File: config.mk
export PLATFORM = sky130hd
export DESIGN_NAME = beep_pattern_driver
export DESIGN_NICKNAME = d
export VERILOG_FILES = /design/src/rtl/beep_pkg.sv /design/src/rtl/beep_square_gen.sv /design/src/rtl/beep_pattern_driver.sv
export SDC_FILE = /design/constraint.sdc
export NUM_CORES = 1
export LEC_CHECK = 0
export ABC_AREA = 1
export BUFFER_PORTS_ARGS = -buffer_cell sky130_fd_sc_hd__buf_2
export CORE_MARGIN = 4
export CORE_UTILIZATION = 35
export CTS_CLUSTER_SIZE = 16
export DETAILED_ROUTE_END_ITERATION = 10
export PLACE_DENSITY = 0.58
export SYNTH_ARGS = -nofsm -noshare
export SYNTH_HDL_FRONTEND = slang
export SYNTH_SLANG_ARGS = --single-unit
File: constraint.sdc
create_clock -name clk -period 8.2 [get_ports clk]
set_clock_uncertainty 0.05 [all_clocks]
set_input_delay 0 -clock clk [delete_from_list [all_inputs] [get_ports clk]]
set_output_delay 0 -clock clk [all_outputs]
set_load 0.01 [all_outputs]
File: src/rtl/beep_pkg.sv
// Shared constants and state encoding for the beep timer and beep pattern driver.
package beep_pkg;

   localparam int CNT_W = 32;
   localparam int HP_W  = 16;
   localparam int NUM_W = 4;

   typedef enum logic [1:0] {
      IDLE = 2'd0,
      TONE = 2'd1,
      GAP  = 2'd2,
      DONE = 2'd3
   } state_t;

endpackage

File: src/rtl/beep_square_gen.sv
// Square-wave generator: starts high whenever run rises and toggles every
// max(halfPeriod,1) cycles; output is held low while run is low.
module beep_square_gen #(
   parameter int HP_W = beep_pkg::HP_W
) (
   input  logic            clk,
   input  logic            rst,
   input  logic            run,
   input  logic [HP_W-1:0] halfPeriod,
   output logic            sq
);

   logic [HP_W-1:0] hp_cnt_q;
   logic [HP_W-1:0] hp_last;
   logic            phase_q;

   // A zero half-period behaves like one, so the last count index is 0 either way.
   assign hp_last = (halfPeriod == '0) ? '0 : halfPeriod - HP_W'(1);

   always_ff @(posedge clk) begin
      if (rst || !run) begin
         hp_cnt_q <= '0;
         phase_q  <= 1'b1;
      end else if (hp_cnt_q >= hp_last) begin
         hp_cnt_q <= '0;
         phase_q  <= ~phase_q;
      end else begin
         hp_cnt_q <= hp_cnt_q + HP_W'(1);
      end
   end

   assign sq = run & phase_q;

endmodule

File: src/rtl/beep_pattern_driver.sv
// Burst sequencer: each accepted trig rising edge plays beepCount tones with
// programmable pitch, tone length and gap, driving the buzzer pad directly.
module beep_pattern_driver #(
   parameter int CNT_W = beep_pkg::CNT_W,
   parameter int HP_W  = beep_pkg::HP_W,
   parameter int NUM_W = beep_pkg::NUM_W
) (
   input  logic             clk,
   input  logic             rst,
   input  logic             enable,
   input  logic             trig,
   input  logic [HP_W-1:0]  halfPeriod,
   input  logic [CNT_W-1:0] toneLen,
   input  logic [CNT_W-1:0] gapLen,
   input  logic [NUM_W-1:0] beepCount,
   input  logic             clrOverrun,
   output logic             buzzer,
   output logic             busy,
   output logic             done,
   output logic [NUM_W-1:0] beepIdx,
   output logic             overrun
);

   import beep_pkg::*;

   state_t           state_q, state_d;
   logic [CNT_W-1:0] cnt_q, cnt_d;
   logic [NUM_W-1:0] idx_q, idx_d;
   logic             trig_q;
   logic             trig_rise;
   logic             accept;
   logic             overrun_q;
   logic             overrun_set;

   logic [HP_W-1:0]  hp_q;
   logic [CNT_W-1:0] tone_q;
   logic [CNT_W-1:0] gap_q;
   logic [NUM_W-1:0] count_q;

   logic [CNT_W-1:0] tone_last;
   logic [CNT_W-1:0] gap_last;
   logic [NUM_W:0]   idx_inc;
   logic             more_tones;

   assign trig_rise   = trig & ~trig_q;
   assign overrun_set = trig_rise & enable & (state_q != IDLE);

   assign tone_last  = (tone_q == '0) ? '0 : tone_q - CNT_W'(1);
   assign gap_last   = (gap_q  == '0) ? '0 : gap_q  - CNT_W'(1);
   assign idx_inc    = {1'b0, idx_q} + (NUM_W + 1)'(1);
   assign more_tones = idx_inc < {1'b0, count_q};

   always_comb begin
      // NOTE: every signal driven here gets a default first, so no path can infer a latch.
      state_d = state_q;
      cnt_d   = cnt_q;
      idx_d   = idx_q;
      accept  = 1'b0;
      if (!enable) begin
         state_d = IDLE;
         cnt_d   = '0;
         idx_d   = '0;
      end else begin
         unique case (state_q)
            IDLE: begin
               if (trig_rise) begin
                  accept  = 1'b1;
                  cnt_d   = '0;
                  idx_d   = '0;
                  state_d = (beepCount == '0) ? DONE : TONE;
               end
            end
            TONE: begin
               if (cnt_q == tone_last) begin
                  cnt_d = '0;
                  if (more_tones) begin
                     idx_d   = idx_inc[NUM_W-1:0];
                     state_d = (gap_q == '0) ? TONE : GAP;
                  end else begin
                     state_d = DONE;
                  end
               end else begin
                  cnt_d = cnt_q + CNT_W'(1);
               end
            end
            GAP: begin
               if (cnt_q == gap_last) begin
                  cnt_d   = '0;
                  state_d = TONE;
               end else begin
                  cnt_d = cnt_q + CNT_W'(1);
               end
            end
            DONE: begin
               state_d = IDLE;
               idx_d   = '0;
            end
            default: state_d = IDLE;
         endcase
      end
   end

   always_ff @(posedge clk) begin
      // NOTE: state registers use non-blocking assignment so all of them sample pre-edge values.
      if (rst) begin
         state_q   <= IDLE;
         cnt_q     <= '0;
         idx_q     <= '0;
         trig_q    <= 1'b0;
         overrun_q <= 1'b0;
      end else begin
         state_q <= state_d;
         cnt_q   <= cnt_d;
         idx_q   <= idx_d;
         trig_q  <= trig;
         if (overrun_set) begin
            overrun_q <= 1'b1;
         end else if (clrOverrun) begin
            overrun_q <= 1'b0;
         end
      end
   end

   // NOTE: operand registers are only read after an accept loads them, so they carry no reset.
   always_ff @(posedge clk) begin
      if (accept) begin
         hp_q    <= halfPeriod;
         tone_q  <= toneLen;
         gap_q   <= gapLen;
         count_q <= beepCount;
      end
   end

   beep_square_gen #(
      .HP_W (HP_W)
   ) u_square_gen (
      .clk        (clk),
      .rst        (rst),
      .run        (state_q == TONE),
      .halfPeriod (hp_q),
      .sq         (buzzer)
   );

   assign busy    = (state_q == TONE) || (state_q == GAP);
   assign done    = (state_q == DONE);
   assign beepIdx = idx_q;
   assign overrun = overrun_q;

endmodule

==> impl_metrics.toml <==
[synthesis]
yosysSeqAreaShare = 0.371
synth_area_um2 = 9870
yosys_warnings = 0
syn_inst = 1410
synth_cell_types = 35
synth.net_count = 1529
ys_ff_latch = 141
avgSynthCellArea_um2 = 7.00

[detailed_routing]
drt_iter0_markers = 814
dr.pass1.iters = 5
routed_wl_um = 29200
antenna_left = 0
drc = 0
routedWlPerCell_um = 14.8
vias = 9646
viasPerCell = 4.89

[min_path]
hold_depth = 5
min_path_type = "in -> reg"

[worst_setup_path]
crit_fanout = 16
critPathKind = "reg -> reg"
crit_arrival_ns = 4.07
critPathRequiredTime_ns = 8.49
critical_path.startpoint_type = "flop"
rr_worst_depth = 19
end_kind = "flop"

[global_routing]
grt.total_usage = 0.189
grt_pass1_wl_um = 46700
overflow = 0
antenna_found_initial = 0
grt_pass1_vias = 9006
grt_max_degree = 61

[outcome]
outcome = "complete, no violations"

[power]
pwr-share-seq = 0.443
p_sw_uw = 489
power_leakage_uw = 0.00517
powerDensity_nw_per_um2 = 150
ir_worst_vdd_uv = 77.2
clock_power_share = 0.438
swShare = 0.270
internal_power_uw = 1330
power_frac_comb = 0.119

[finish]
final_area_um2 = 12100
multiInputGateArea_um2 = 5390
area.sequential_um2 = 3660
diodes = 0
drive_gt1_frac = 0.119
fillers = 2874
area_growth_pct = 22.8
fin_nets = 1700

[sta]
min_period_over_period = 0.461
setup_viol = 0
fin_crit_ns = 3.78
worst_pin_slew_ns = 1.10
report.final.slew_viol_count = 0
max_freq_mhz = 265
hold_viol_final = 0
rsz0062_at_grt = "no"
fin_setup_tns_ns = 0
relSlewSlack = 0.269

[clock_tree]
clock_latency_ns = 0.43
clkTransAtPathRegs_ns = 0.06
post_cts_buffers = 0
holdBufCountCts = 87
ctsHtreeMaxLevel = 4
cts_buffers = 17
cts_max_path_buffers = 2
cts_tree = "yes"
clockRootBuffer = "clkbuf_16"
cts-resized-gates = 0
clock-sinks = 141

[placed_design]
portBuffers = 96
dpl-instance-area_um2 = 10700
gp_congestion = 0.936
place_hpwl_um = 21900

[die]
fp-row-count = 61
dieArea_um2 = 31000
die_w_um = 176
fp.coreArea_um2 = 27800
start_util = 0.355
ioPinCount = 97
die_height_um = 176

[job]
cap_violations = 0
final cells by class:
cell class                      instances  area share
Inverter                              169      0.0523
Clock inverter                         12     0.00867
Sequential cell                       141       0.302
Timing Repair Buffer                  186       0.113
Clock buffer                           20      0.0395
Multi-Input combinational cell       1066       0.445
Tap cell                              378      0.0390
kinds of logic (layout without fill, tap and decap cells):
kind of cell               Yosys count  count (layout)  synth area share
xor gates and xnor gates            57              57            0.0506
buffers and inverters              203             387            0.0840
and+or+nand+nor                    874             874             0.399
DFF                                141             141             0.371
AOI/OAI and AO/OA                  105             105            0.0575
adders and majority gates           30              30            0.0380
Yosys cell counts:
library cell  number  area share
xnor2_1           10      0.0089
a21boi_0           1     0.00076
nand2_1          393        0.15
nand3_1          114       0.058
buf_2             11      0.0056
nor2_8             1      0.0020
nor3_2             1      0.0010
nor2_4             3      0.0034
inv_2              2     0.00076
inv_1            167       0.063
buf_6              7      0.0080
dfxtp_1           57        0.12
and3_1             1     0.00063
o211ai_1           1     0.00076
o21bai_1          14       0.011
a21oi_1           58       0.029
nand3b_1           1     0.00076
edfxtp_1          84        0.26
o21ai_0           28       0.014
nand2_2            6      0.0038
nor2_1           213       0.081
ha_1              30       0.038
nand2_4            2      0.0023
nor4_1             4      0.0025
clkbuf_2           1     0.00051
a22oi_1            1     0.00076
o21ai_1            2      0.0010
xor2_1            47       0.042
nand3_2           30       0.030
nor3b_1            3      0.0023
nor3_1            26       0.013
clkbuf_1          15      0.0057
or2_2              7      0.0044
nor2_2             6      0.0038
nand4_1           63       0.040
critical path: stages (launching register included):
cell and delay, ns:
edfxtp_1 0.41, inv_1 0.09, ha_1 0.18, nand2_1 0.09, nor3_1 0.22, nand2_1 0.12, inv_1 0.08, nand2_1 0.08
nor3_1 0.33, nand3_1 0.15, nor2_1 0.20, or2_2 0.15, ha_1 0.23, a21oi_1 0.14, o21ai_0 0.09, nand2_1 0.07
o211ai_1 0.07, nand2_1 0.08, nand4_1 0.50, nor3b_1 0.36
per-layer routing:
metal,up-vias,track usage,part of all wire
li1,4949,-,-
met2,316,0.293,0.44
met3,46,0.0268,0.060
met1,4335,0.269,0.47
met5,-,0,0
met4,0,0.0663,0.026
flip-flops by register name, indices dropped and copies added, names as in the netlist:
name and flops:
beepIdx 4, cnt_q 32, count_q 4, gap_q 32
hp_q 16, overrun 1, state_q 2, tone_q 32
trig_q 1, u_square_gen.hp_cnt_q 16, u_square_gen.phase_q 1
through the flow:
stage	instances	hold slack, ns	power [uW]	setup slack, ns	util
after floorplan	1410	0.0191	942	1.14	-
after global placement	1853	0.126	1000	4.55	0.384
after detailed placement	1853	0.128	1000	4.40	0.384
after CTS	1972	0.0214	1830	4.41	0.436
after global routing	1972	0.0690	1890	3.83	0.436
final	1972	0.0221	1810	4.42	0.436
power by group through the flow:
stage | combinational, uW | clock [uW] | sequential, uW
2_1_floorplan | 128 | 0 | 814
3_3_place_gp | 182 | 0 | 818
3_5_place_dp | 183 | 0 | 818
4_1_cts | 216 | 811 | 803
5_1_grt | 244 | 844 | 806
6_report | 216 | 795 | 803
worst paths after layout:
path / start / end / slack (ns)
worst max register to register: hp_q[0] / u_square_gen.hp_cnt_q[9] / 4.42
worst max-delay path: hp_q[0] / u_square_gen.hp_cnt_q[9] / 4.42
worst min-delay path: enable / beepIdx[0] / 0.02
worst min register to register: u_square_gen.hp_cnt_q[0] / u_square_gen.hp_cnt_q[0] / 0.41
cell usage in the layout (no fill, tap or decap), drive strengths merged, types with 47 or more instances in the layout:
| cell | n |
|---|---|
| nand2 | 401 |
| nor2 | 223 |
| inv | 175 |
| nand3 | 144 |
| buf | 99 |
| dlygate4sd3 | 87 |
| edfxtp | 84 |
| nand4 | 63 |
| a21oi | 58 |
| dfxtp | 57 |
| xor2 | 47 |
Power figures use the tool's default switching activity.
